## src/rtl/mon_prod_radix.sv

```systemverilog
// rtl/mon_prod_radix.sv - radix-2^RADIX_BITS Montgomery multiplier, P = A*B*R^-N mod M
//
// Purpose: digit-serial Montgomery product for the RSA datapath. One radix-R
// digit of B is consumed per clock. mu = -M^-1 mod R is derived bit-serially
// from the low digit of M before the digit loop starts.
//
// Optional feature macro: MON_PROD_FINAL_SUB_EN
//   defined   - one extra SUB cycle, P fully reduced (0 <= P < M)
//   undefined - no SUB cycle, P = P_acc truncated (0 <= P < 2M, 2M <= 2^BIT_LEN required)
//
// Ports:
//   clk        in   rising-edge clock
//   rst        in   asynchronous active-high reset
//   start      in   operation request, sampled only in IDLE
//   A          in   multiplicand (A < M)
//   B          in   multiplier, least significant digit first
//   M          in   modulus (must be odd)
//   num_digits in   number of B digits to process
//   busy       out  high from start acceptance until done
//   done       out  one-cycle completion pulse
//   err        out  set with done when M was even
//   P          out  result, held until next accepted start

module mon_prod_radix #(
  parameter int BIT_LEN     = 64,
  parameter int RADIX_BITS  = 2,
  parameter int COUNT_WIDTH = 6
) (
  input  logic                   clk,
  input  logic                   rst,
  input  logic                   start,
  input  logic [BIT_LEN-1:0]     A,
  input  logic [BIT_LEN-1:0]     B,
  input  logic [BIT_LEN-1:0]     M,
  input  logic [COUNT_WIDTH-1:0] num_digits,
  output logic                   busy,
  output logic                   done,
  output logic                   err,
  output logic [BIT_LEN-1:0]     P
);

  localparam int PW = BIT_LEN + 2;
  localparam int SW = BIT_LEN + RADIX_BITS + 2;
  localparam int KW = (RADIX_BITS > 1) ? $clog2(RADIX_BITS) : 1;

  typedef enum logic [2:0] {
    S_IDLE,
    S_MU,
    S_CALC,
    S_SUB,
    S_DONE
  } state_t;

  state_t                 state_q, state_d;
  logic [BIT_LEN-1:0]     a_q, a_d;
  logic [BIT_LEN-1:0]     b_q, b_d;
  logic [BIT_LEN-1:0]     m_q, m_d;
  logic [COUNT_WIDTH-1:0] cnt_q, cnt_d;
  logic [PW-1:0]          pacc_q, pacc_d;
  logic [RADIX_BITS-1:0]  x_q, x_d;
  logic [KW-1:0]          k_q, k_d;
  logic [RADIX_BITS-1:0]  mu_q, mu_d;
  logic [BIT_LEN-1:0]     p_q, p_d;
  logic                   err_q, err_d;

  // mu derivation: x converges to M^-1 mod R one bit per cycle. Bit k of
  // m0*x is wrong exactly when x is missing 2^k, and since x < 2^k the add is
  // a plain bit set.
  logic [RADIX_BITS-1:0] m0x, m0x_sh, x_next;

  always_comb begin
    m0x    = m_q[RADIX_BITS-1:0] * x_q;
    m0x_sh = m0x >> k_q;
    x_next = m0x_sh[0] ? (x_q | (RADIX_BITS'(1) << k_q)) : x_q;
  end

  // Digit step: q makes the low digit of the sum vanish, so the shift is exact.
  logic [RADIX_BITS-1:0] bt, q;
  logic [SW-1:0]         ab, mq, sum;
  logic [PW-1:0]         pacc_next;

  always_comb begin
    bt        = b_q[RADIX_BITS-1:0];
    q         = (pacc_q[RADIX_BITS-1:0] + a_q[RADIX_BITS-1:0] * bt) * mu_q;
    ab        = SW'(a_q) * SW'(bt);
    mq        = SW'(m_q) * SW'(q);
    sum       = SW'(pacc_q) + ab + mq;
    pacc_next = PW'(sum >> RADIX_BITS);
  end

`ifdef MON_PROD_FINAL_SUB_EN
  logic [PW-1:0]      pacc_diff;
  logic [BIT_LEN-1:0] pacc_red;

  always_comb begin
    pacc_diff = pacc_q - PW'(m_q);
    pacc_red  = (pacc_q >= PW'(m_q)) ? pacc_diff[BIT_LEN-1:0] : pacc_q[BIT_LEN-1:0];
  end
`endif

  always_comb begin
    state_d = state_q;
    a_d     = a_q;
    b_d     = b_q;
    m_d     = m_q;
    cnt_d   = cnt_q;
    pacc_d  = pacc_q;
    x_d     = x_q;
    k_d     = k_q;
    mu_d    = mu_q;
    p_d     = p_q;
    err_d   = err_q;

    case (state_q)
      S_IDLE: begin
        if (start) begin
          a_d    = A;
          b_d    = B;
          m_d    = M;
          cnt_d  = num_digits;
          pacc_d = '0;
          p_d    = '0;
          err_d  = 1'b0;
          x_d    = RADIX_BITS'(1);
          k_d    = KW'(1);
          if (!M[0]) begin
            err_d   = 1'b1;
            state_d = S_DONE;
          end else if (num_digits == '0) begin
            state_d = S_DONE;
          end else if (RADIX_BITS == 1) begin
            mu_d    = RADIX_BITS'(1);
            state_d = S_CALC;
          end else begin
            state_d = S_MU;
          end
        end
      end

      S_MU: begin
        x_d = x_next;
        k_d = k_q + KW'(1);
        if (k_q == KW'(RADIX_BITS - 1)) begin
          mu_d    = RADIX_BITS'(0) - x_next;
          state_d = S_CALC;
        end
      end

      S_CALC: begin
        pacc_d = pacc_next;
        b_d    = b_q >> RADIX_BITS;
        cnt_d  = cnt_q - COUNT_WIDTH'(1);
        if (cnt_q == COUNT_WIDTH'(1)) begin
`ifdef MON_PROD_FINAL_SUB_EN
          state_d = S_SUB;
`else
          p_d     = pacc_next[BIT_LEN-1:0];
          state_d = S_DONE;
`endif
        end
      end

`ifdef MON_PROD_FINAL_SUB_EN
      S_SUB: begin
        p_d     = pacc_red;
        state_d = S_DONE;
      end
`endif

      S_DONE: begin
        state_d = S_IDLE;
      end

      default: begin
        state_d = S_IDLE;
      end
    endcase
  end

  always_ff @(posedge clk or posedge rst) begin
    if (rst) begin
      state_q <= S_IDLE;
      a_q     <= '0;
      b_q     <= '0;
      m_q     <= '0;
      cnt_q   <= '0;
      pacc_q  <= '0;
      x_q     <= '0;
      k_q     <= '0;
      mu_q    <= '0;
      p_q     <= '0;
      err_q   <= 1'b0;
    end else begin
      state_q <= state_d;
      a_q     <= a_d;
      b_q     <= b_d;
      m_q     <= m_d;
      cnt_q   <= cnt_d;
      pacc_q  <= pacc_d;
      x_q     <= x_d;
      k_q     <= k_d;
      mu_q    <= mu_d;
      p_q     <= p_d;
      err_q   <= err_d;
    end
  end

  assign busy = (state_q != S_IDLE) && (state_q != S_DONE);
  assign done = (state_q == S_DONE);
  assign err  = err_q;
  assign P    = p_q;

endmodule

```

## config.mk

```make
export PLATFORM = sky130hd
export DESIGN_NAME = mon_prod_radix
export DESIGN_NICKNAME = d
export VERILOG_FILES = /design/src/rtl/mon_prod_radix.sv
export SDC_FILE = /design/constraint.sdc
export NUM_CORES = 1
export LEC_CHECK = 0
export ABC_AREA = 1
export BUFFER_PORTS_ARGS = -buffer_cell sky130_fd_sc_hd__buf_2
export CAP_MARGIN = 20
export CORE_MARGIN = 8
export CORE_UTILIZATION = 60
export CTS_CLUSTER_DIAMETER = 80
export DETAILED_ROUTE_END_ITERATION = 8
export PLACE_DENSITY = 0.82
export SLEW_MARGIN = 20
export SYNTH_ARGS = -nofsm -noshare
export SYNTH_HDL_FRONTEND = slang
export SYNTH_SLANG_ARGS = --single-unit
```

## constraint.sdc

```tcl
create_clock -name clk -period 20.2 [get_ports clk]
set_input_delay 4.04 -clock clk [delete_from_list [all_inputs] [get_ports clk]]
set_output_delay 4.04 -clock clk [all_outputs]
set_load 0.1 [all_outputs]
```

* Yosys cells after proc, flatten, opt, wreduce, memory -nomap -nowiden
Cells that the tools add are included.
** Storage, ports and cells
- Logic and storage cells :: 66
- Register bits :: 337
- Input bits :: 201
- Output and inout port bits :: 67
** Operators by class
- Mux-type cells :: 21
- Add/sub/neg operators :: 6
- Shift-type cells :: 2
- Eq/ne operators :: 8
- Multipliers :: 5
- Reduce and logical (&&, ||, !) cells :: 12
- Bitwise gates (word level) :: 1
** Operator list (number)
- case mux 64 bit (2 select lines) :: 2
- two-way mux 64 bit :: 3
- multiplier 64 x 2 -> 66 bit :: 2
- case mux 66 bit (2 select lines) :: 1
- adder 67 x 66 -> 68 bit :: 1
- adder 66 x 66 -> 67 bit :: 1
- two-way mux 66 bit :: 1
- two-way mux 3 bit :: 5
- case mux 6 bit (2 select lines) :: 1
- case mux 3 bit (3 select lines) :: 1
- AND reduction 2 bit :: 4
- == test 6 x 1 -> 1 bit (second input constant) :: 1
- zero test 6 bit :: 1
- multiplier 2 x 2 -> 2 bit :: 3
- two-way mux 6 bit :: 1
- != test 2 bit (second input constant) :: 3
- AND reduction 3 bit :: 2
- subtractor 6 x 1 -> 6 bit (second input constant) :: 1
- two-way mux 2 bit :: 2
- case mux 2 bit (2 select lines) :: 1
- nonzero test 2 bit :: 2
- == test 3 x 1 -> 1 bit (second input constant) :: 1
- == test 3 x 2 -> 1 bit (second input constant) :: 1
- == test 3 bit (second input constant) :: 1
- 12 further kinds :: 13

* Depth between registers and ports, before layout
Gate-level depths: netlist (run 1).
- Depth after elaboration :: 7
- Depth in mapped cells :: 33
- Gate-level depth less buffers :: 32

* Least setup slack after synthesis (run 1)
Ideal clock, no wire load.
- Kind :: flip-flop to output port
- Start point :: register state_q[1]
- End point :: output done
- Arrival :: 2.531 ns
- Setup slack :: 13.629 ns
- Cell stages (with the launch flop) :: 4
- Path buffers :: 0
- Required time :: 16.160 ns
- Path through :: dfrtp_1 > inv_1 > nand2_1 > nor2_1
** Between the ends
- Word-level cells in the longest chain between the ends :: 1
** Ends and longest elaborated chain
- start: declaration :: RTL line 54 : state_t state_q, state_d;
- start signal: assignment :: RTL line 194 : state_q <= state_d;
- == test 3 bit :: RTL line 209 : assign done = (state_q == S_DONE);
- end: declaration :: RTL line 37 : output logic done,
Every way passes these cells.

* Worst setup path after layout (run 1)
- Start point :: register b_q[0]
- End point :: register pacc_q[57]
** Between the ends
- Word-level cells in the longest chain between the ends :: 6
- Elaborated cells on any way between the ends :: 8
- Those cells by class :: add/sub (3); mul (4); mux (1)
** Ends and longest elaborated chain
- start: declaration :: RTL line 56 : logic [BIT_LEN-1:0] b_q, b_d;
- start signal: assignment :: RTL line 184 : b_q <= '0;
- start signal: assignment :: RTL line 196 : b_q <= b_d;
- multiplier 2 x 2 -> 2 bit :: RTL line 84 : q = (pacc_q[RADIX_BITS-1:0] + a_q[RADIX_BITS-1:0] * bt) * mu_q;
- adder 2 bit :: RTL line 84
- multiplier 2 x 2 -> 2 bit :: RTL line 84
- multiplier 64 x 2 -> 66 bit :: RTL line 86 : mq = SW'(m_q) * SW'(q);
- adder 67 x 66 -> 68 bit * :: RTL line 87 : sum = SW'(pacc_q) + ab + mq;
- case mux 66 bit (2 select lines) * :: RTL line 114 : case (state_q)
- end signal: assignment :: RTL line 199 : pacc_q <= pacc_d;
- end: declaration :: RTL line 59 : logic [PW-1:0] pacc_q, pacc_d;
Every way passes the cells marked *; elsewhere a longest branch is shown, timed or not.
A chain may end at the register's enable or synchronous reset.

==> results of run 1 <==
-- registers in the layout, summed over array words and instances, names as in the netlist, 2 cells and up --
name and count:
P 64, a_q 64, b_q 64, cnt_q 6
m_q 64, mu_q 2, pacc_q 66, state_q 3
x_q 2
-- final timing paths --
path	start	end	slack, ns
worst max-delay path	b_q[0]	pacc_q[57]	13.37
worst min-delay path	P[63]	P[63]	0.47
worst max register to register	b_q[0]	pacc_q[57]	13.37
worst min register to register	P[63]	P[63]	0.47
max in group asynchronous	rst	P[41]	14.32
min in group asynchronous	rst	m_q[8]	3.71
-- metal layers --
metal	global-route usage (%)	wire, microns	vias up
li1	-	-	10840
met1	39.58	31540	10440
met2	47.62	32590	686
met3	4.536	3969	111
met4	8.717	2180	0
met5	0	0	-
-- worst register-to-register path: cells and delay by family, from the launching register on --
| family | cells | cell delay, ns |
|---|---|---|
| buffers and inverters | 5 | 1.49 |
| AOI/OAI and AO/OA | 2 | 0.36 |
| adders and majority gates | 5 | 2.03 |
| DFF | 1 | 0.35 |
| and+or+nand+nor | 14 | 2.45 |
-- cells in the final DEF, fill, tap and decap left out, drive strengths merged, types with 3 or more instances in the layout --
cell type	instances
nand2	1108
fa	192
nand4	25
clkinv	12
o22ai	3
nor4	5
clkbuf	57
o211ai	4
o221ai	61
a21oi	103
nand3	93
o31ai	3
nor3	16
nor2	251
inv	862
o21ai	223
clkinvlp	3
ha	72
buf	282
or2	6
o21bai	11
nand3b	5
dfrtp	337
-- kinds of logic (layout without fill, tap and decap cells) --
group,Yosys count,in the layout
AO/OA/AOI/OAI,414,414
buffers and inverters,968,1217
XOR/XNOR,2,2
AND/OR/NAND/NOR,1510,1510
adder cells (fa/ha/maj),264,264
flip-flops,337,337
-- cell type report --
cell class / instances / area, sq um
Clock buffer: 57 / 1134
Clock inverter: 15 / 145.1
Fill cell: 3592 / 13580
Inverter: 863 / 3252
Multi-Input combinational cell: 2190 / 13090
Sequential cell: 337 / 8436
Tap cell: 539 / 674.4
Timing Repair Buffer: 282 / 1449
-- through the flow --
stage | instances | util (%)
2_1_floorplan | 3495 | -
3_3_place_gp | 4211 | 64.43
3_5_place_dp | 4211 | 64.43
4_1_cts | 4283 | 67.49
5_1_grt | 4283 | 67.49
6_report | 4283 | 67.49
==> run summary, run 1 <==
CELLS AND AREA
----------------------------------------------------------------------------------------
Number of nets in the final layout                                                  4178
Number of inserted diodes                                                              0
Design Area, Final                                                           28180 sq um
Ratio of cells with drive above 1 in the final layout                             9.856%
Area overhead of the layout relative to synthesis                                 11.71%

GLOBAL ROUTING
----------------------------------------------------------------------------------------
GRT Residual Overflow                                                                  0
Global-route wire length before repair                                      116100 microns
Via count of the first global-routing pass                                        22.44k
Total routing resource utilization after global routing                           29.02%
Pin count of the biggest net entering global routing                                 141
Number of antenna violations at the first check in global routing                      1

STA
----------------------------------------------------------------------------------------
Actual slew at the worst max-slew pin                                           1.135 ns
Final period utilization                                                          33.82%
Least setup slack across all paths after layout                                 13.37 ns
Final worst hold slack                                                         0.4745 ns
Highest achievable clock rate                                                  146.4 MHz
Shortest period the worst path allows                                           6.831 ns
Remaining max-slew budget at the tightest pin                                     24.31%
Number of hold-slack violations in the final timing report                             0
Setup-violating endpoint count in the final report                                     0
Setup TNS                                                                           0 ns
RSZ-0062 raised after global routing                                               false
Slew Viols, Final                                                                      0
Clock Skew                                                                    0.01476 ns

SYNTH
----------------------------------------------------------------------------------------
Synth Area in Adders                                                              18.81%
Post-synth top cells                                                        1107 x sky130_fd_sc_hd__nand2_1, 858 x sky130_fd_sc_hd__inv_1, 337 x sky130_fd_sc_hd__dfrtp_1, 248 x sky130_fd_sc_hd__nor2_1, 192 x sky130_fd_sc_hd__fa_1
Share of the synthesized area in compound gates (AO/OA/AOI/OAI)                   9.398%
Area share of the largest cell type after synthesis                               33.43%
Avg Synthesized Cell Area                                                    7.219 sq um
Top cell type by total area after synthesis                                 sky130_fd_sc_hd__dfrtp_1
Total of warnings raised by yosys                                                      0
Fraction of the yosys area taken by sequential cells                              33.43%
Cells after synthesis                                                               3495
Ys flop type                                                                sky130_fd_sc_hd__dfrtp_1
Xor and xnor fraction of the mapped netlist area                                0.06943%
Top cells by area in the synthesized netlist                                sky130_fd_sc_hd__dfrtp_1 33%, sky130_fd_sc_hd__nand2_1 16%, sky130_fd_sc_hd__fa_1 15%
Number of synthesized flops with an enable pin                                         0
Share of synthesized area spent on multiplexers                                       0%
Syn_nets                                                                            3960
Synthesized cell area                                                        25230 sq um
Register bit count reported by yosys                                                 337
Synth unique cells                                                                    39
Combinational family with the most area after synthesis                     simple AND/OR/NAND/NOR gates
Most frequently used cell type in the post-synthesis netlist                sky130_fd_sc_hd__nand2_1
Simple-gate portion of the synthesized area                                       23.58%
Asr flop ratio synth                                                              100.0%

WORST SETUP PATH
----------------------------------------------------------------------------------------
Total number of cells along the worst setup path                                      26
Number of buffer and inverter stages on the critical path                              5
Category of cells accounting for the largest share of critical-path delay   simple AND/OR/NAND/NOR gates
Most repeated library cell on the critical path                             sky130_fd_sc_hd__nand2_1
Category of the critical setup timing path                                  flop to flop
R2R depth                                                                             26
Data arrival time at the worst-slack endpoint                                    7.24 ns
Required time at the endpoint of the critical path                              20.60 ns
Startpoint types                                                                    flop
Crit. End Element                                                                   flop
Slowest stage delay, CP                                                          0.65 ns
Worst Path Max Fanout                                                                 64
Slowest cell on the critical path                                           sky130_fd_sc_hd__buf_4

CLOCK NETWORK
----------------------------------------------------------------------------------------
Reg clk slew, reported paths                                                     0.06 ns
Number of gates given a new drive strength after cts                                   0
CTS buffer count                                                                      39
Setup Buffers After CTS                                                                0
CTS tree                                                                           built
Clock sink total                                                                     337
CTS max path bufs                                                                      3
H-tree lvl count                                                                       2
Cts-stage hold buffer count                                                            0
Clock latency on the worst-skew pair                                             0.57 ns
Clk root buf                                                                sky130_fd_sc_hd__clkbuf_16

RUN
----------------------------------------------------------------------------------------
Count of maximum capacitance violations                                                0

FLOORPLANNING
----------------------------------------------------------------------------------------
Count of standard-cell rows                                                           75
Io pins                                                                              268
Overall die width                                                           221.1 microns
Die outline height                                                          221.1 microns
Die area                                                                     48870 sq um
Placeable core region                                                        41760 sq um
Starting density of the core                                                      60.42%

PLACEMENT
----------------------------------------------------------------------------------------
Final Wtd Congestion                                                              0.9855
Placed standard-cell area                                                    26900 sq um
Port Buffers                                                                         267
Place WS                                                                        13.19 ns
HPWL after detailed placement                                               53830 microns

HOLD PATH
----------------------------------------------------------------------------------------
Hold Path Depth                                                                        2
Class of the worst hold path                                                flop to flop

DETAILED ROUTING
----------------------------------------------------------------------------------------
Routed length per instance                                                  16.41 microns
Total iterations of the first detailed-routing run                                     6
Detail Route Antenna Nets                                                              0
DRC violation count after routing                                                      0
Average vias per placed instance                                                   5.154
Routed via count                                                                  22.07k
Iteration-0 DRC Markers                                                             1671
Final routed wirelength across all metal layers                             70280 microns

STATUS
----------------------------------------------------------------------------------------
Run status                                                                     completed

Power of run 1 is left out: the tool's default activity adds up to more than one toggle a clock period on the data nets, which glitch-free logic cannot reach.
==> run 2, diff against run 1 <==
--- a/config.mk
+++ b/config.mk
@@ -9,10 +9,10 @@
 export BUFFER_PORTS_ARGS = -buffer_cell sky130_fd_sc_hd__buf_2
 export CAP_MARGIN = 20
 export CORE_MARGIN = 8
-export CORE_UTILIZATION = 60
+export CORE_UTILIZATION = 55
 export CTS_CLUSTER_DIAMETER = 80
 export DETAILED_ROUTE_END_ITERATION = 8
-export PLACE_DENSITY = 0.82
+export PLACE_DENSITY = 0.79
 export SLEW_MARGIN = 20
 export SYNTH_ARGS = -nofsm -noshare
 export SYNTH_HDL_FRONTEND = slang
==> constraint.sdc (replaced) <==
create_clock -name clk -period 5.8 [get_ports clk]
set_input_delay 1.16 -clock clk [delete_from_list [all_inputs] [get_ports clk]]
set_output_delay 1.16 -clock clk [all_outputs]
set_load 0.1 [all_outputs]
==> run 2 against run 1 <==
Effect of this change:
- routed wire length is 4.9% higher
- first-iteration DRC count is 7.1% higher
- maximum frequency is 23% higher
- non-clock buffer count is 167 higher
- global-route usage is 1.0 points lower
- utilization is 1.1 points lower
- sequential cell count stayed put
- hold slack worse by 0.0020 ns
- register-to-register slack worse by 13 ns
- setup slack worse by 13 ns
- final cell count is 5.3% higher
- die area is 8.4% higher
- critical endpoint is now pacc_q[52]
- largest cell class unchanged
- highest routed layer is now met5
==> run summary, run 2 (synthesis gave the netlist of run 1 again) <==
CLOCK NETWORK
----------------------------------------------------------------------------------
CTS buffer count                                                                39
Clk root buf                                                          sky130_fd_sc_hd__clkbuf_16
CTS tree                                                                     built
CTS max path bufs                                                                3
Reg clk slew, reported paths                                               0.06 ns
Clock sink total                                                               337
Clock latency on the worst-skew pair                                       0.58 ns
H-tree lvl count                                                                 2

STA
----------------------------------------------------------------------------------
RSZ-0062 raised after global routing                                          true
Clock Skew                                                              0.02013 ns
Slew Viols, Final                                                                0
Setup-violating endpoint count in the final report                               0
Highest achievable clock rate                                            180.7 MHz
Number of hold-slack violations in the final timing report                       0
Final period utilization                                                    95.42%
Remaining max-slew budget at the tightest pin                               28.72%
Actual slew at the worst max-slew pin                                     1.069 ns
Shortest period the worst path allows                                     5.535 ns

DETAILED ROUTING
----------------------------------------------------------------------------------
Iteration-0 DRC Markers                                                       1789
Total iterations of the first detailed-routing run                               6
Routed length per instance                                            16.34 microns
Detail Route Antenna Nets                                                        0
Routed via count                                                            22.76k
Final routed wirelength across all metal layers                       73720 microns
Average vias per placed instance                                             5.044
DRC violation count after routing                                                0

HOLD PATH
----------------------------------------------------------------------------------
Class of the worst hold path                                          flop to flop
Hold Path Depth                                                                  2
Endpoint of the worst hold path                                              P[44]
Critical hold path startpoint                                                P[44]

CELLS AND AREA
----------------------------------------------------------------------------------
Flip-flop count of the largest register, all copies and words added             66
Number of nets in the final layout                                            4345
Most common cell after layout, fill and taps aside                    sky130_fd_sc_hd__nand2_1
Register bank with the most flops                                           pacc_q
Design Area, Final                                                     30060 sq um
Ratio of cells with drive above 1 in the final layout                       16.06%
Area overhead of the layout relative to synthesis                           19.16%
Commonest cells after routing, fill and taps aside                    1075 x sky130_fd_sc_hd__nand2_1, 857 x sky130_fd_sc_hd__inv_1, 335 x sky130_fd_sc_hd__dfrtp_1, 267 x sky130_fd_sc_hd__buf_2, 222 x sky130_fd_sc_hd__nor2_1

WORST SETUP PATH
----------------------------------------------------------------------------------
Data arrival time at the worst-slack endpoint                              5.96 ns
Worst Path Max Fanout                                                           16
Startpoint types                                                              flop
Slowest stage delay, CP                                                    0.51 ns
Launch point of the worst reg-to-reg path                                   b_q[0]
Endpoint of the worst register-to-register path                         pacc_q[52]
Crit. End Element                                                             flop
Required time at the endpoint of the critical path                         6.23 ns
Slowest cell on the critical path                                     sky130_fd_sc_hd__fa_1
Flop2flop setup slack                                                      0.27 ns
Most repeated library cell on the critical path                       sky130_fd_sc_hd__nand2_1
Origin of the worst setup path                                              b_q[0]
Category of the critical setup timing path                            flop to flop
R2R depth                                                                       27

GLOBAL ROUTING
----------------------------------------------------------------------------------
GRT Residual Overflow                                                            0
Number of antenna violations at the first check in global routing                3
Via count of the first global-routing pass                                  23.27k
Total routing resource utilization after global routing                     28.01%
Pin count of the biggest net entering global routing                           192
Global-route wire length before repair                                120800 microns

FLOORPLANNING
----------------------------------------------------------------------------------
Io pins                                                                        268
Starting density of the core                                                55.71%
Die area                                                               52980 sq um
Placeable core region                                                  45280 sq um
Count of standard-cell rows                                                     78
Overall die width                                                     230.2 microns
Die outline height                                                    230.2 microns

PLACEMENT
----------------------------------------------------------------------------------
Placed standard-cell area                                              28310 sq um
Port Buffers                                                                   267
HPWL after detailed placement                                         56670 microns
Final Wtd Congestion                                                        0.9957

RUN
----------------------------------------------------------------------------------
Count of maximum capacitance violations                                          0

STATUS
----------------------------------------------------------------------------------
Run status                                                               completed

-- run 2: changes by cell type in the layout (fill, tap and decap cells not counted), moves of 15 or more --
cell	delta
sky130_fd_sc_hd__o21ai_0	-15
sky130_fd_sc_hd__nor2_1	-26
sky130_fd_sc_hd__nor2_2	+24
sky130_fd_sc_hd__nand2_2	+29
sky130_fd_sc_hd__nand2_1	-30
sky130_fd_sc_hd__buf_4	+156
-- run 2: layer usage --
metal	track usage [%]	part of all wire [%]
met1	37.11	43
met2	45.93	47
met3	5.036	6.1
met4	9.820	3.8
met5	0	0.047
-- run 2: final cells by class --
cell class | instances | area, sq um
Fill cell | 3983 | 15220
Multi-Input combinational cell | 2190 | 13430
Clock buffer | 54 | 1102
Sequential cell | 337 | 8436
Inverter | 863 | 3248
Timing Repair Buffer | 449 | 2840
Tap cell | 600 | 750.7
Clock inverter | 18 | 255.2
Antenna cell | 1 | 2.502
-- run 2: critical path, delay by kind of cell (launching register included) --
kind	cells	cell delay, ns
AOI/OAI and AO/OA	1	0.09
xor gates and xnor gates	1	0.16
adders and majority gates	5	2.17
buffers and inverters	6	0.64
DFF	1	0.43
and+or+nand+nor	14	1.87
-- run 2: worst max path at each step --
stage	end	slack, ns
6_report	pacc_q[52]	0.27
5_1_grt	P[31]	-0.03
4_1_cts	P[44]	0.01
3_5_place_dp	pacc_q[53]	0.11
3_3_place_gp	pacc_q[53]	0.19
2_1_floorplan	P[0]	0.14
-- run 2: through the flow --
step	cells	TNS [ns]	util (%)	setup slack, ns	hold WS, ns
6_report	4512	0	66.39	0.2654	0.4725
5_1_grt	4511	-0.04750	66.38	-0.02608	0.4915
4_1_cts	4508	0	65.51	0.01442	0.4773
3_5_place_dp	4436	0	62.51	0.1078	0.4622
3_3_place_gp	4436	0	62.51	0.1885	0.4607
2_1_floorplan	3495	0	-	0.1354	0.4522
-- run 2: repair_timing --
item                       4_1_cts  5_1_grt
gates resized for setup          0      112
hold buffers                     0        0
setup endpoints to repair        0       97
buffers inserted                 0        2
Power of run 2 is left out for the same reason.
